--- config.mk ---
export PLATFORM = sky130hd
export DESIGN_NAME = vramwriter_flat
export DESIGN_NICKNAME = d
export VERILOG_FILES = /design/src/rtl/vramwriter_if.sv /design/src/rtl/vramwriter.sv /design/src/flat_wrapper.sv
export SDC_FILE = /design/constraint.sdc
export NUM_CORES = 1
export LEC_CHECK = 0
export CAP_MARGIN = 0
export CORE_UTILIZATION = 40
export DETAILED_ROUTE_END_ITERATION = 8
export HOLD_SLACK_MARGIN = 0.12
export SLEW_MARGIN = 0
export SYNTH_ARGS = -nofsm -noshare
export SYNTH_HDL_FRONTEND = slang
export SYNTH_SLANG_ARGS = --single-unit
--- constraint.sdc ---
create_clock -name pixClock -period 5.7 [get_ports pixClock]
set_input_delay 0.855 -clock pixClock [delete_from_list [all_inputs] [get_ports pixClock]]
set_output_delay 0.855 -clock pixClock [all_outputs]
set_load 0.02 [all_outputs]
--- src/rtl/vramwriter_if.sv ---
// Bus bundle between the 68000 snoop pins, the VRAM writer and the external VRAM mux.
// CPU-side signals are raw asynchronous bus strobes/lines; VRAM-side signals are
// launched from pixClock flops inside the writer.
interface vramwriter_if;
   logic [22:0] cpuAddr;
   logic [15:0] cpuData;
   logic        nAS;
   logic        nUDS;
   logic        nLDS;
   logic        cpuRnW;
   logic [14:0] vramAddr;
   logic [7:0]  vramDout;
   logic        nvramWE;
   logic        wrActive;

   // Writer view: snoops the CPU bus, drives the VRAM write port.
   modport master (
      input  cpuAddr, cpuData, nAS, nUDS, nLDS, cpuRnW,
      output vramAddr, vramDout, nvramWE, wrActive
   );

   // Environment view: drives the CPU bus, observes the VRAM write port.
   modport slave (
      output cpuAddr, cpuData, nAS, nUDS, nLDS, cpuRnW,
      input  vramAddr, vramDout, nvramWE, wrActive
   );
endinterface

--- src/rtl/vramwriter.sv ---
// vramwriter: captures 68000 writes that land in the main screen buffer and
// replays them as byte writes into VRAM in the cycles vgaout does not own.
//
// Internal handshake: the capture logic pushes an entry (valid = accepted
// capture in the window) and the FIFO accepts it (ready) when it is not full or
// when the drain FSM pops in the same cycle; the drain FSM consumes the head
// entry (valid = FIFO not empty) and acknowledges it with pop on the final
// STROBE of that entry. A valid capture without ready is dropped and flagged.
module vramwriter #(
   parameter logic [23:0] FB_BASE    = 24'h3FA700,
   parameter logic [15:0] FB_SIZE    = 16'h5580,
   parameter int          FIFO_DEPTH = 4
) (
   input  logic         pixClock,
   input  logic         nReset,
   vramwriter_if.master bus,
   input  logic         vidSlot,
   input  logic         vidSlotNext,
   output logic         fifoEmpty,
   output logic         overflow,
   output logic [1:0]   dbg_state
);

   localparam int PTR_W = $clog2(FIFO_DEPTH);
   localparam logic [PTR_W:0]   DEPTH_C = (PTR_W + 1)'(FIFO_DEPTH);
   localparam logic [PTR_W-1:0] PTR_ONE = 1;
   localparam logic [PTR_W:0]   CNT_ONE = 1;
   // Window bounds widened by one bit so FB_BASE+FB_SIZE cannot wrap.
   localparam logic [24:0]      WIN_LO  = {1'b0, FB_BASE};
   localparam logic [24:0]      WIN_HI  = {1'b0, FB_BASE} + {9'b0, FB_SIZE};
   // Word index of FB_BASE within a 32 KB VRAM; FB_BASE is even, so the
   // 15-bit byte offset is always {word_offset, byte_select}.
   localparam logic [13:0]      BASE_WORD = FB_BASE[14:1];

   typedef enum logic [1:0] {
      ST_IDLE   = 2'd0,
      ST_SETUP  = 2'd1,
      ST_STROBE = 2'd2,
      ST_NEXT   = 2'd3
   } state_t;

   typedef struct packed {
      logic [13:0] word;
      logic [15:0] data;
      logic        ue;
      logic        le;
   } entry_t;

   // Synchronizer bit order: {cpuRnW, nLDS, nUDS, nAS}.
   logic [3:0] sync1_q, sync1_d;
   logic [3:0] sync2_q, sync2_d;
   logic       armed_q, armed_d;

   entry_t           mem_q [FIFO_DEPTH];
   entry_t           mem_d [FIFO_DEPTH];
   logic [PTR_W-1:0] wr_ptr_q, wr_ptr_d;
   logic [PTR_W-1:0] rd_ptr_q, rd_ptr_d;
   logic [PTR_W:0]   count_q, count_d;
   logic             empty_q, empty_d;
   logic             overflow_q, overflow_d;

   state_t      state_q, state_d;
   logic [14:0] addr_q, addr_d;
   logic [7:0]  dout_q, dout_d;
   logic        upper_q, upper_d;

   logic        as_s, uds_s, lds_s, rnw_s;
   logic [24:0] byte_addr;
   logic        in_window;
   logic        capture;
   entry_t      new_entry;
   logic        push_req;
   logic        push;
   logic        pop;
   entry_t      head;
   logic        slot_free;

   assign as_s  = sync2_q[0];
   assign uds_s = sync2_q[1];
   assign lds_s = sync2_q[2];
   assign rnw_s = sync2_q[3];

   // Strobe synchronizers, once-per-bus-cycle capture qualifier and window check.
   always_comb begin
      sync1_d   = {bus.cpuRnW, bus.nLDS, bus.nUDS, bus.nAS};
      sync2_d   = sync1_q;
      byte_addr = {1'b0, bus.cpuAddr, 1'b0};
      in_window = (byte_addr >= WIN_LO) && (byte_addr < WIN_HI);
      capture   = !as_s && !rnw_s && (!uds_s || !lds_s) && armed_q;
      armed_d   = armed_q;
      if (capture) begin
         armed_d = 1'b0;
      end else if (as_s) begin
         armed_d = 1'b1;
      end
      new_entry.word = bus.cpuAddr[13:0] - BASE_WORD;
      new_entry.data = bus.cpuData;
      new_entry.ue   = !uds_s;
      new_entry.le   = !lds_s;
   end

   // Capture FIFO: a pop in the same cycle frees the slot a full push needs.
   always_comb begin
      push_req   = capture && in_window;
      push       = push_req && ((count_q != DEPTH_C) || pop);
      overflow_d = overflow_q || (push_req && !push);
      mem_d      = mem_q;
      if (push) begin
         mem_d[wr_ptr_q] = new_entry;
      end
      wr_ptr_d = push ? (wr_ptr_q + PTR_ONE) : wr_ptr_q;
      rd_ptr_d = pop  ? (rd_ptr_q + PTR_ONE) : rd_ptr_q;
      case ({push, pop})
         2'b10:   count_d = count_q + CNT_ONE;
         2'b01:   count_d = count_q - CNT_ONE;
         default: count_d = count_q;
      endcase
      empty_d = (count_d == '0);
   end

   // Drain FSM: next state, write address/data and FIFO pop.
   always_comb begin
      state_d   = state_q;
      addr_d    = addr_q;
      dout_d    = dout_q;
      upper_d   = upper_q;
      pop       = 1'b0;
      head      = mem_q[rd_ptr_q];
      slot_free = !vidSlot && !vidSlotNext;
      case (state_q)
         ST_IDLE: begin
            if ((count_q != '0) && slot_free) begin
               state_d = ST_SETUP;
               upper_d = head.ue;
               addr_d  = {head.word, !head.ue};
               dout_d  = head.ue ? head.data[15:8] : head.data[7:0];
            end
         end
         ST_SETUP: begin
            // The IDLE/NEXT check only covers this cycle; if a video slot
            // would land on the STROBE cycle, back off and retry the same byte.
            if (vidSlotNext) begin
               state_d = (!upper_q && head.ue) ? ST_NEXT : ST_IDLE;
            end else begin
               state_d = ST_STROBE;
            end
         end
         ST_STROBE: begin
            if (upper_q && head.le) begin
               state_d = ST_NEXT;
            end else begin
               pop     = 1'b1;
               state_d = ST_IDLE;
            end
         end
         ST_NEXT: begin
            if (slot_free) begin
               state_d = ST_SETUP;
               upper_d = 1'b0;
               addr_d  = {head.word, 1'b1};
               dout_d  = head.data[7:0];
            end
         end
         default: state_d = ST_IDLE;
      endcase
   end

   // All state registers; synchronous active-low reset.
   always_ff @(posedge pixClock) begin
      if (!nReset) begin
         sync1_q    <= 4'hF;
         sync2_q    <= 4'hF;
         armed_q    <= 1'b1;
         mem_q      <= '{default: '0};
         wr_ptr_q   <= '0;
         rd_ptr_q   <= '0;
         count_q    <= '0;
         empty_q    <= 1'b1;
         overflow_q <= 1'b0;
         state_q    <= ST_IDLE;
         addr_q     <= '0;
         dout_q     <= '0;
         upper_q    <= 1'b0;
      end else begin
         sync1_q    <= sync1_d;
         sync2_q    <= sync2_d;
         armed_q    <= armed_d;
         mem_q      <= mem_d;
         wr_ptr_q   <= wr_ptr_d;
         rd_ptr_q   <= rd_ptr_d;
         count_q    <= count_d;
         empty_q    <= empty_d;
         overflow_q <= overflow_d;
         state_q    <= state_d;
         addr_q     <= addr_d;
         dout_q     <= dout_d;
         upper_q    <= upper_d;
      end
   end

   assign bus.vramAddr = addr_q;
   assign bus.vramDout = dout_q;
   assign bus.wrActive = (state_q == ST_SETUP) || (state_q == ST_STROBE);
   assign bus.nvramWE  = (state_q != ST_STROBE);
   assign fifoEmpty    = empty_q;
   assign overflow     = overflow_q;
   assign dbg_state    = state_q;

endmodule

--- src/flat_wrapper.sv ---
// flat-port wrapper written by rule: the top's interface ports become plain ports
module vramwriter_flat 
#(
   parameter logic [23:0] FB_BASE    = 24'h3FA700,
   parameter logic [15:0] FB_SIZE    = 16'h5580,
   parameter int          FIFO_DEPTH = 4
)
  (pixClock, nReset, vidSlot, vidSlotNext, fifoEmpty, overflow, dbg_state, bus_cpuAddr, bus_cpuData, bus_nAS, bus_nUDS, bus_nLDS, bus_cpuRnW, bus_vramAddr, bus_vramDout, bus_nvramWE, bus_wrActive);
  vramwriter_if bus_i ();
  input  logic pixClock;
  input  logic nReset;
  input  logic vidSlot;
  input  logic vidSlotNext;
  output logic fifoEmpty;
  output logic overflow;
  output logic [1:0] dbg_state;
  input wire logic [$bits(bus_i.cpuAddr)-1:0] bus_cpuAddr;
  input wire logic [$bits(bus_i.cpuData)-1:0] bus_cpuData;
  input wire logic [$bits(bus_i.nAS)-1:0] bus_nAS;
  input wire logic [$bits(bus_i.nUDS)-1:0] bus_nUDS;
  input wire logic [$bits(bus_i.nLDS)-1:0] bus_nLDS;
  input wire logic [$bits(bus_i.cpuRnW)-1:0] bus_cpuRnW;
  output wire logic [$bits(bus_i.vramAddr)-1:0] bus_vramAddr;
  output wire logic [$bits(bus_i.vramDout)-1:0] bus_vramDout;
  output wire logic [$bits(bus_i.nvramWE)-1:0] bus_nvramWE;
  output wire logic [$bits(bus_i.wrActive)-1:0] bus_wrActive;
  assign bus_i.cpuAddr = bus_cpuAddr;
  assign bus_i.cpuData = bus_cpuData;
  assign bus_i.nAS = bus_nAS;
  assign bus_i.nUDS = bus_nUDS;
  assign bus_i.nLDS = bus_nLDS;
  assign bus_i.cpuRnW = bus_cpuRnW;
  assign bus_vramAddr = bus_i.vramAddr;
  assign bus_vramDout = bus_i.vramDout;
  assign bus_nvramWE = bus_i.nvramWE;
  assign bus_wrActive = bus_i.wrActive;
  vramwriter #(.FB_BASE(FB_BASE), .FB_SIZE(FB_SIZE), .FIFO_DEPTH(FIFO_DEPTH)) u_core (.pixClock(pixClock), .nReset(nReset), .bus(bus_i), .vidSlot(vidSlot), .vidSlotNext(vidSlotNext), .fifoEmpty(fifoEmpty), .overflow(overflow), .dbg_state(dbg_state));
endmodule
==> metrics, run 1 <==
status finished, final reports clean; P_leak 0.00395 uW; CTS H-tree depth 4; IO Port Bufs 75; CTS Buf Count 17; vias in the first global route 5426; switching share of power 22.9%; critical-path cell list clkdlybuf4s50_1, or3b_1, or4_1, a221oi_4, and2_1, inv_1, ha_1, inv_1, fa_1, nand2_1, nor2_1, a21oi_1, o21ai_0; Final Cycle Share ~65%; antenna-violating nets left 0; Core ar. 18200 um^2; worst relative slew slack between 30% and 40%; fill count 1646; Total Routing Usage GR 18.2%; vias roughly 5200; cell taking the most area after synthesis dfxtp_1; CP dominant cell by count inv_1; Buf+Inv Stages, Crit Path 3; FMAX roughly 270 MHz; worst r2r dst u_core.fifoEmpty$_SDFF_PN1_; Synth Instances 722; min Tclk post-route between 3000 and 4000 ps; DP Area approximately 8300 um^2; Max-Cap Viols 0; yosys warns 0; clk sink count 172; TNS Setup 0 ps; Startpoint Class input pin; worst r2r src u_core.rd_ptr_q[1]$_SDFFE_PN0P_; WS Path Type in2reg; R2R depth 12; Routed WL per cell approximately 16 um; area delta synth->final 17.7%; Crit path largest cell delay 520 ps; Commonest cells post-synth nand2_1, dfxtp_1, mux2i_1; top cell type's share of synthesized area 45.7%; gpl congestion 0.770; initial antenna violation count 0; Hold Crit Class reg2reg; Logic pwr share 6.2%; Internal approximately 1900 uW; CP Max Fanout 7; Post-Syn Area 7540 um^2; family with the most delay on the worst path simple AND/OR/NAND/NOR gates; max-slew violations 0; vias per inst slightly above 5; FFs w/ async S/R, synth 0%; Mapped Nets roughly 780; total gr overflow 0; hold path cells 1; sequential area share after synthesis a little under half; CTS root buffer clkbuf_16; Die Ht 139 um; data required time of the worst path around 6000 ps; CTS Buffer Depth 2; RSZ-0062 raised after global routing no; Resized cells post-CTS 0; reg-to-reg setup timing slack 2350 ps; Peak VDD IR 218 uV; Final Hold Viols 0; Post-route DRC 0; Hold Crit Start u_core.sync1_q[0]$_SDFF_PN1_; Setup Viol. Count Final 0; routed wire length 16700 um; design area 8870 um^2; # hold bufs at CTS 0; global-route wire length before repair 27600 um; Die ar. ~19000 um^2; Die Width between 100 and 150 um; skew final 8.70 ps; CP max stage cell or4_1; Hold Path Sink u_core.sync2_q[0]$_SDFF_PN1_; Clock Latency Late Sink 420 ps; most area-consuming cells after synthesis dfxtp_1, mux2i_1, nand2_1, mux4_2, ha_1; syn avg cell area 10.4 um^2; synthesis-stage register bit count ~170; row count 49; dpl hpwl 10300 um; PD cells 274 nW/um^2; Netlist cell types 44; Reg clk slew, reported paths about 60 ps; Iter 0 DRT Violations 314; share of cells above drive strength 1 9.07%; Design Power 2430 uW; Top FF cell, synth dfxtp_1; CTS tree built; share of power burned in the clock network 43.6%; crit path capture type flip-flop; Slew @ Worst Pin 941 ps; DR pass1 iterations 4; I/O Pins 76; top-count cell post-synth nand2_1; switching power roughly 560 uW; Total Nets Final 830; Setup Fix Bufs, Post-CTS 0; diodes inserted 0; sequential power share around half; largest net degree at the start of global routing 141; Initial Util around two fifths; CP Data Arrival Time 3970 ps; Post-synth EDFFs 0
==> worst max-delay path by stage <==
stage               cells after the start                     endpoint            start  slack, ps
detailed placement                     13  u_core.fifoEmpty$_SDFF_PN1_  bus_cpuAddr[22]       1520
global placement                       13  u_core.fifoEmpty$_SDFF_PN1_  bus_cpuAddr[22]       1610
finish                                 13  u_core.fifoEmpty$_SDFF_PN1_  bus_cpuAddr[22]       1980
CTS                                    13  u_core.fifoEmpty$_SDFF_PN1_  bus_cpuAddr[22]       1980
global route                           13  u_core.fifoEmpty$_SDFF_PN1_  bus_cpuAddr[22]       1810
floorplan                              12  u_core.fifoEmpty$_SDFF_PN1_  bus_cpuAddr[22]       2250
==> layout by cell type (no fill, tap or decap), drive strengths merged, types with 13 or more instances in the layout <==
master,count
nand2,197
dfxtp,172
mux2i,139
clkdlybuf4s50,74
mux4,31
clkbuf,21
a21boi,15
o21ai,14
a21oi,13
nand2b,13
==> flip-flops by register name (all words and copies together), names as in the netlist <==
name	count
u_core.armed_q	1
u_core.bus.vramAddr	15
u_core.bus.vramDout	8
u_core.count_q	3
u_core.dbg_state	2
u_core.fifoEmpty	1
u_core.mem_q	128
u_core.overflow	1
u_core.rd_ptr_q	2
u_core.sync1_q	4
u_core.sync2_q	4
u_core.upper_q	1
u_core.wr_ptr_q	2
==> power by group through the flow <==
stage                     combinational (uW)  clock, uW  sequential [uW]
after CTS                                154       1090             1220
after floorplan                         65.9          0             1250
after global routing                     166       1150             1220
after detailed placement                 153          0             1250
final                                    151       1060             1220
after global placement                   150          0             1250
==> cell families (layout without fill, tap and decap cells) <==
family | after synthesis | in the layout | share of synthesized area (%)
and+or+nand+nor | 244 | 244 | 14.3
DFF | 172 | 172 | 45.7
buffers and inverters | 61 | 122 | 4.25
xor gates and xnor gates | 8 | 8 | 0.929
adders and majority gates | 13 | 13 | 2.26
AOI/OAI and AO/OA | 54 | 54 | 4.85
muxes | 170 | 170 | 27.7
==> layer usage <==
| metal | vias to the layer above | GRT usage, % | share of wire, % |
|---|---|---|---|
| li1 | 2577 | - | - |
| met1 | 2567 | 22.8 | 46 |
| met2 | 91 | 30.9 | 49 |
| met3 | 14 | 4.23 | 3.7 |
| met4 | 0 | 5.91 | 1.1 |
| met5 | - | 0 | 0 |
==> through the flow <==
step | util, % | cells | hold slack, ps | setup WS (ps)
global route | 48.7 | 1012 | 422 | 1810
floorplan | - | 722 | 386 | 2250
finish | 48.7 | 1012 | 406 | 1980
detailed placement | 45.8 | 980 | 393 | 1520
global placement | 45.8 | 980 | 391 | 1610
CTS | 48.7 | 1012 | 408 | 1980
==> final cells by class <==
| type | instances | area [um^2] | share of cell area [%] |
|---|---|---|---|
| Multi-Input combinational cell | 489 | 3780 | 42.6 |
| Sequential cell | 172 | 3440 | 38.8 |
| Timing Repair Buffer | 78 | 774 | 8.73 |
| Clock buffer | 21 | 440 | 4.96 |
| Tap cell | 229 | 287 | 3.23 |
| Clock inverter | 11 | 97.6 | 1.10 |
| Inverter | 12 | 45.0 | 0.508 |
No activity file was read; power rests on OpenSTA's default activity.
==> inputs of run 2 (changes only) <==
==> constraint.sdc (replaced) <==
create_clock -name pixClock -period 3.9 [get_ports pixClock]
set_input_delay 0.585 -clock pixClock [delete_from_list [all_inputs] [get_ports pixClock]]
set_output_delay 0.585 -clock pixClock [all_outputs]
set_load 0.02 [all_outputs]
==> metrics, run 2 (synthesis results as in run 1) <==
vias in the first global route 5410 (was 5426); dpl hpwl 10800 um (was 10300 um); Die ar. 19400 um^2 (unchanged); CP Capture Point u_core.fifoEmpty$_SDFF_PN1_ (unchanged); CTS tree built (unchanged); CP max stage cell clkdlybuf4s50_1 (was or4_1); CTS Buffer Depth 2 (unchanged); Total Routing Usage GR 18.0% (was 18.2%); initial antenna violation count 0 (unchanged); Core ar. 18200 um^2 (unchanged); vias 5280 (was 5249); PD cells 408 nW/um^2 (was 274 nW/um^2); critical path depth 14 (was 13); Crit path largest cell delay 450 ps (was 520 ps); Clock Latency Late Sink 430 ps (was 420 ps); FMAX 317 MHz; vias per inst 5.17 (was 5.19); IO Port Bufs 75 (unchanged); worst r2r dst u_core.fifoEmpty$_SDFF_PN1_ (unchanged); commonest cells after routing, fill and taps aside nand2_1, dfxtp_1, mux2i_1 (unchanged); Die Ht 139 um (unchanged); RSZ-0062 raised after global routing no (unchanged); status finished, final reports clean (unchanged); total gr overflow 0 (unchanged); antenna-violating nets left 0 (unchanged); TNS Setup 0 ps (unchanged); DR pass1 iterations 4 (unchanged); Slew @ Worst Pin 784 ps (was 941 ps); largest net degree at the start of global routing 91 (was 141); global-route wire length before repair 27500 um (was 27600 um); CP Max Fanout 3 (was 7); routed wire length 16600 um (was 16700 um); Startpoint Class input pin (unchanged); Largest register FFs 128 (unchanged); CP Data Arrival Time 3430 ps (was 3970 ps); min Tclk post-route 3150 ps; Reg clk slew, reported paths 60 ps (about the same); I/O Pins 76 (unchanged); worst relative slew slack 47.8% (was 37.3%); Setup Viol. Count Final 0 (unchanged); Hold Crit Class reg2reg (unchanged); row count 49 (unchanged); Final Cycle Share 80.9%; WS Path Type in2reg (unchanged); Setup Fix Bufs, Post-CTS 0 (unchanged); Buf+Inv Stages, Crit Path 3 (unchanged); final std cells w/o fill 1021 (was 1012); gpl congestion 0.792 (was 0.770); Design Power 3680 uW (was 2430 uW); Routed WL per cell 16.3 um (was 16.5 um); worst r2r src u_core.armed_q$_SDFFE_PN1P_ (was u_core.rd_ptr_q[1]$_SDFFE_PN0P_); CTS H-tree depth 4 (unchanged); skew final 16.1 ps (was 8.70 ps); reg-to-reg setup timing slack 1030 ps (was 2350 ps); Die Width 139 um (unchanged); Post-route DRC 0 (unchanged); clk sink count 172 (unchanged); Max-Cap Viols 0 (unchanged); Inst Count DP 990 (was 980); fill count 1671 (was 1646); Final Hold Viols 0 (unchanged); data required time of the worst path 4180 ps (was 5960 ps); family with the most delay on the worst path compound AO/OA/AOI/OAI gates (was simple AND/OR/NAND/NOR gates); largest reg by FF count u_core.mem_q (unchanged); # hold bufs at CTS 0 (unchanged); Initial Util 41.4% (unchanged); CTS Buf Count 17 (unchanged); crit path capture type flip-flop (unchanged); share of cells above drive strength 1 10.5% (was 9.07%); origin of the worst setup path bus_cpuAddr[7] (was bus_cpuAddr[22]); Iter 0 DRT Violations 290 (was 314); max-slew violations 0 (unchanged); R2R depth 12 (unchanged); P_leak 0.00404 uW (was 0.00395 uW); Resized cells post-CTS 0 (unchanged); CTS root buffer clkbuf_16 (unchanged); Hold Slack 413 ps (was 406 ps); diodes inserted 0 (unchanged); critical-path cell list clkdlybuf4s50_1, ha_1, a211o_1, a21oi_1, a221oi_4, and2_1, inv_1, ha_1, inv_1, fa_1, xor2_1, nor2_1, xor2_1, o21ai_0 (was clkdlybuf4s50_1, or3b_1, or4_1, a221oi_4, and2_1, inv_1, ha_1, inv_1, fa_1, nand2_1, nor2_1, a21oi_1, o21ai_0); most common cell after layout, fill and taps aside nand2_1 (unchanged); Total Nets Final 840 (was 830); Peak VDD IR 299 uV (was 218 uV); area delta synth->final 19.7% (was 17.7%)
run 2: changes by cell type in the layout (fill, tap and decap cells not counted):
cell,before,now
nor2b_2,0,1
clkbuf_8,0,3
clkinv_4,2,3
bufinv_16,1,2
buf_4,3,10
clkinvlp_4,4,2
clkinv_2,4,3
clkbuf_1,4,1
buf_12,0,3
nor2b_4,1,0
run 2: power breakdown:
part           internal [uW]  switching (uW)
Sequential              1770            8.01
Combinational           98.1             128
Clock                    990             683
Total                   2860             819
run 2: routing by layer:
layer	GRT usage, %	routed length (um)	vias to the layer above
met5	0	0	-
met4	5.03	184	0
met2	30.2	7950	96
li1	-	-	2592
met3	4.03	498	20
met1	23.2	7970	2572
run 2: how the worst min path moves through the flow:
stage / start / endpoint / cells after the start
after floorplan: u_core.sync1_q[0]$_SDFF_PN1_ / u_core.sync2_q[0]$_SDFF_PN1_ / 1
after global placement: u_core.sync1_q[0]$_SDFF_PN1_ / u_core.sync2_q[0]$_SDFF_PN1_ / 1
after detailed placement: u_core.sync1_q[3]$_SDFF_PN1_ / u_core.sync2_q[3]$_SDFF_PN1_ / 1
after CTS: u_core.sync1_q[3]$_SDFF_PN1_ / u_core.sync2_q[3]$_SDFF_PN1_ / 1
after global routing: u_core.sync1_q[1]$_SDFF_PN1_ / u_core.sync2_q[1]$_SDFF_PN1_ / 1
final: u_core.sync1_q[2]$_SDFF_PN1_ / u_core.sync2_q[2]$_SDFF_PN1_ / 1
run 2: final cells by class:
| type | instances | area (um^2) | area share [%] |
|---|---|---|---|
| Multi-Input combinational cell | 489 | 3780 | 41.9 |
| Sequential cell | 172 | 3440 | 38.2 |
| Timing Repair Buffer | 88 | 887 | 9.83 |
| Clock buffer | 21 | 470 | 5.21 |
| Tap cell | 229 | 287 | 3.17 |
| Clock inverter | 10 | 116 | 1.29 |
| Inverter | 12 | 45.0 | 0.499 |
run 2: per-stage QoR:
step                      instance area (um^2)  utilization, %  worst slack [ps]
after detailed placement                  8440            46.4               297
after CTS                                 9030            49.6               741
after floorplan                           7540               -               715
after global placement                    8440            46.4               341
after global routing                      9030            49.6               558
final                                     9030            49.6               746
